--- src/rtl/baccarat_ctrl.sv ---
// Baccarat hand sequencer: pulses the datapath card-load enables in deal order,
// applies the third-card drawing rules and latches the win/tie result.
module baccarat_ctrl (
    input  logic       clk,
    input  logic       rst_n,
    input  logic       step,
    input  logic [3:0] pscore,
    input  logic [3:0] dscore,
    input  logic [3:0] pcard3,
    output logic       load_pcard1,
    output logic       load_pcard2,
    output logic       load_pcard3,
    output logic       load_dcard1,
    output logic       load_dcard2,
    output logic       load_dcard3,
    output logic       player_win,
    output logic       dealer_win,
    output logic       done
);

    typedef enum logic [2:0] {
        S_DEAL_P1 = 3'd0,
        S_DEAL_D1 = 3'd1,
        S_DEAL_P2 = 3'd2,
        S_DEAL_D2 = 3'd3,
        S_PLAYER3 = 3'd4,
        S_DEALER3 = 3'd5,
        S_RESULT  = 3'd6,
        S_DONE    = 3'd7
    } state_t;

    state_t     state_q;
    logic       player_win_q;
    logic       dealer_win_q;
    logic       done_q;
    logic       go_s;
    logic       natural_s;
    logic       player_draws_s;
    logic       dealer_draws_s;

    // Dealer third-card table; pcard3 face values 10..13 count as zero.
    function automatic logic dealer_rule(input logic [3:0] ds, input logic [3:0] pc);
        logic [3:0] v;
        logic       d;
        v = (pc >= 4'd10) ? 4'd0 : pc;
        case (ds)
            4'd0, 4'd1, 4'd2: d = 1'b1;
            4'd3:             d = (v != 4'd8);
            4'd4:             d = (v >= 4'd2) && (v <= 4'd7);
            4'd5:             d = (v >= 4'd4) && (v <= 4'd7);
            4'd6:             d = (v >= 4'd6) && (v <= 4'd7);
            default:          d = 1'b0;
        endcase
        return d;
    endfunction

    assign go_s           = rst_n && step;
    assign natural_s      = (pscore >= 4'd8) || (dscore >= 4'd8);
    assign player_draws_s = !natural_s && (pscore <= 4'd5);
    assign dealer_draws_s = dealer_rule(dscore, pcard3);

    // Mealy load strobes: one enable per accepted step, gated off during reset.
    always_comb begin
        load_pcard1 = 1'b0;
        load_pcard2 = 1'b0;
        load_pcard3 = 1'b0;
        load_dcard1 = 1'b0;
        load_dcard2 = 1'b0;
        load_dcard3 = 1'b0;
        case (state_q)
            S_DEAL_P1: load_pcard1 = go_s;
            S_DEAL_D1: load_dcard1 = go_s;
            S_DEAL_P2: load_pcard2 = go_s;
            S_DEAL_D2: load_dcard2 = go_s;
            S_PLAYER3: begin
                load_pcard3 = go_s && player_draws_s;
                load_dcard3 = go_s && !natural_s && !player_draws_s && (dscore <= 4'd5);
            end
            S_DEALER3: load_dcard3 = go_s && dealer_draws_s;
            default:   load_pcard1 = 1'b0;
        endcase
    end

    // Hand sequencing and result latch.
    always_ff @(posedge clk) begin
        if (!rst_n) begin
            state_q      <= S_DEAL_P1;
            player_win_q <= 1'b0;
            dealer_win_q <= 1'b0;
            done_q       <= 1'b0;
        end else begin
            case (state_q)
                S_DEAL_P1: if (step) state_q <= S_DEAL_D1;
                S_DEAL_D1: if (step) state_q <= S_DEAL_P2;
                S_DEAL_P2: if (step) state_q <= S_DEAL_D2;
                S_DEAL_D2: if (step) state_q <= S_PLAYER3;
                S_PLAYER3: begin
                    if (step) begin
                        state_q <= player_draws_s ? S_DEALER3 : S_RESULT;
                    end
                end
                S_DEALER3: if (step) state_q <= S_RESULT;
                S_RESULT: begin
                    player_win_q <= (pscore >= dscore);
                    dealer_win_q <= (dscore >= pscore);
                    done_q       <= 1'b1;
                    state_q      <= S_DONE;
                end
                S_DONE:    state_q <= S_DONE;
                default:   state_q <= S_DEAL_P1;
            endcase
        end
    end

    assign player_win = player_win_q;
    assign dealer_win = dealer_win_q;
    assign done       = done_q;

endmodule

--- config.mk ---
export PLATFORM = sky130hd
export DESIGN_NAME = baccarat_ctrl
export DESIGN_NICKNAME = d
export VERILOG_FILES = /design/src/rtl/baccarat_ctrl.sv
export SDC_FILE = /design/constraint.sdc
export NUM_CORES = 1
export LEC_CHECK = 0
export ABC_AREA = 1
export BUFFER_PORTS_ARGS = -buffer_cell sky130_fd_sc_hd__buf_2
export CORE_MARGIN = 1
export CORE_UTILIZATION = 40
export CTS_BUF_LIST = sky130_fd_sc_hd__clkbuf_8
export DETAILED_ROUTE_END_ITERATION = 8
export GPL_TIMING_DRIVEN = 0
export PLACE_DENSITY = 0.73
export SYNTH_ARGS = -nofsm -noshare
export SYNTH_HDL_FRONTEND = slang
export SYNTH_SLANG_ARGS = --single-unit
--- constraint.sdc ---
create_clock -name clk -period 1.2 [get_ports clk]
set_clock_uncertainty 0.05 [all_clocks]
set_input_delay 0.24 -clock clk [delete_from_list [all_inputs] [get_ports clk]]
set_output_delay 0.24 -clock clk [all_outputs]
set_load 0.03 [all_outputs]
==> impl_metrics.toml <==
[status]
status = "complete, but fails checks"
violations = "setup timing"

[final_layout]
layout_common_cells = "buf_2 (17), inv_1 (16), nand2_1 (15), nor2_1 (12), buf_4 (8)"
n_antenna_cell = 0
final_cell_area_um2 = 890
final_common_cell = "buf_2"
fin_cells = 135
syn2layout_area_growth_pct = 70.9
drive_gt1_share_pct = 46.3
nets = 142

[worst_setup_path]
worst-setup-path-type = "register to output pin"
critical_path.top_delay_family = "flip-flops"
cpPeakStageDelay_ns = 0.36
worstPathArrival_ns = 1.20
crit_chain = "inv_6, nor2_4, nand3_2, nand2_2, nand2_2, a21oi_4, buf_6"
slowest_stage = "dfxtp_4"
crit_path_frequent_cell = "nand2_2"
crit_required_ns = 0.91
crit_buf_inv = 2
crit_path_max_fanout = 3
cp-end-kind = "output pin"
start_kind = "register"

[floorplan]
dieArea_um2 = 1450
die_h_um = 38.1
io_pins = 24
start_util_pct = 45.0
num_rows = 12
die-width_um = 38.1
coreArea_um2 = 1160

[synth]
syn_nets = 107
synth_cell_types = 20
netlist_instances = 88
netlist_area_um2 = 520
yosysWarnings = 0
syn_area_per_cell_um2 = 5.91
synth.ff_latch_count = 6
ys_seq_area_share_pct = 23.1

[clocking]
cts_made_buffers = 3
clkTransAtPathRegs_ns = 0.04
clock-sinks = 6
clock_path_buffers = 2
htreeDepth = 1
clock-root-buffer = "clkbuf_8"
clk_latency_ns = 0.21
cts_tree = "yes"

[routing]
totalWireLength_mm = 1.55
dr.pass1.iters = 4
routedWlPerCell_um = 11.5
via_count = 672
drc_errors = 0
ant_nets = 0
vias_per_cell = 4.98
drtIter0Drc = 12

[global_route]
grt_max_degree = 7
overflow = 0
grtUsageTotal_pct = 21.7
antenna_found_initial = 0
grt_pass1_wl_mm = 2.20
grt_pass1_vias = 562

[pwr]
p_leak_uw = 0.000464
ir_worst_vdd_mv = 0.742
p_total_uw = 728
powerDensity_nw_per_um2 = 818

[sta]
fin_crit_sh_pct = 124
finalCriticalPeriod_ns = 1.49
rsz0062_at_grt = "yes"
slew_violations = 0
setup_ws_ns = -0.292
setup_violations = 6
tns_ns = -1.39
tightest_slew_ns = 0.295
finalHoldViolations = 0
fmax_ghz = 0.670
slew-limit-headroom_pct = 80.3

[placed_design]
port_buffers = 23
place_ws_ns = -0.254
place_area_um2 = 696
post-dp-hpwl_um = 949
place.gp.congestion = 0.775
place_inst = 125

[min_path]
hold_class = "input port to register"

[run]
cap_violations = 0
==> final cells by class <==
type	instances	area, um2
repair buffers	30	201
well taps	14	17.5
clock buffers	3	41.3
multi-input cells	63	419
inverters	19	78.8
flip-flops and latches	6	131
fillers	97	267
==> stage by stage <==
| stage | util, % | hold slack [ns] |
|---|---|---|
| 2_1_floorplan | - | 0.336 |
| 3_3_place_gp | 60.2 | 0.411 |
| 3_5_place_dp | 60.2 | 0.418 |
| 4_1_cts | 72.0 | 0.275 |
| 5_1_grt | 76.9 | 0.309 |
| 6_report | 76.9 | 0.288 |
==> path summary, 6_finish.rpt <==
check / startpoint / end / slack, ns / cells past startpoint
worst max-delay path: state_q[0]$_SDFFE_PN0P_ / load_dcard3 / -0.29 / 7
worst min-delay path: rst_n / player_win$_SDFFE_PN0N_ / 0.29 / 3
worst max register to register: state_q[1]$_SDFFE_PN0P_ / player_win$_SDFFE_PN0N_ / 0 / 6
worst min register to register: done$_SDFFE_PN0N_ / done$_SDFFE_PN0N_ / 0.44 / 2
==> repair_timing <==
| item | CTS | global route |
|---|---|---|
| setup buffers | 5 | 2 |
| endpoints found under the setup margin | 8 | 9 |
| pin swaps | 2 | 5 |
| hold buffers | 0 | 0 |
| resized for setup | 19 | 12 |
==> per-layer routing <==
metal | share of wire [%] | vias to the layer above | wire length [um] | global-route usage (%)
met5 | 0 | - | 0 | 0
met4 | 0 | 0 | 0 | 8.04
met3 | 3.3 | 0 | 51 | 0.581
met2 | 54 | 18 | 837 | 43.2
met1 | 43 | 305 | 665 | 23.6
li1 | - | 349 | - | -
==> synth_stat cells, drive strengths merged <==
cell / n / share of area [%]
o21bai: 1 / 1.4
a21oi: 5 / 5.5
o21a: 1 / 1.4
nor2: 16 / 12
nand2: 19 / 14
nand4: 1 / 1.2
nand3b: 1 / 1.4
o21ai: 3 / 3.6
dfxtp: 6 / 23
inv: 19 / 14
nor4: 2 / 2.4
nand3: 6 / 5.8
nor3: 3 / 2.9
ha: 4 / 9.6
o22ai: 1 / 1.2
==> registers in the layout, indices dropped and copies added (netlist names) <==
name / count
state_q: 3
player_win: 1
dealer_win: 1
done: 1
==> worst register-to-register path, stage by stage, from the launching register on <==
cell and delay (ns):
dfxtp_4 0.38, buf_4 0.17, nand2_2 0.10, nor2_4 0.13, o21ai_2 0.08, a21oi_1 0.13
nor2_1 0.06
==> cells by family (layout without fill, tap and decap cells) <==
logic type	Yosys count	in the layout	synth area share (%)
flops	6	6	23.1
fa+ha+maj	4	4	9.62
compound gates	11	11	13.2
simple gates	48	48	40.4
buf+inv	19	52	13.7
==> power by group <==
group | total (uW) | switching, uW | internal [uW]
Sequential | 220 | 13.9 | 207
Combinational | 220 | 127 | 92.9
Clock | 288 | 73.5 | 214
(Power assumes the default switching activity.)
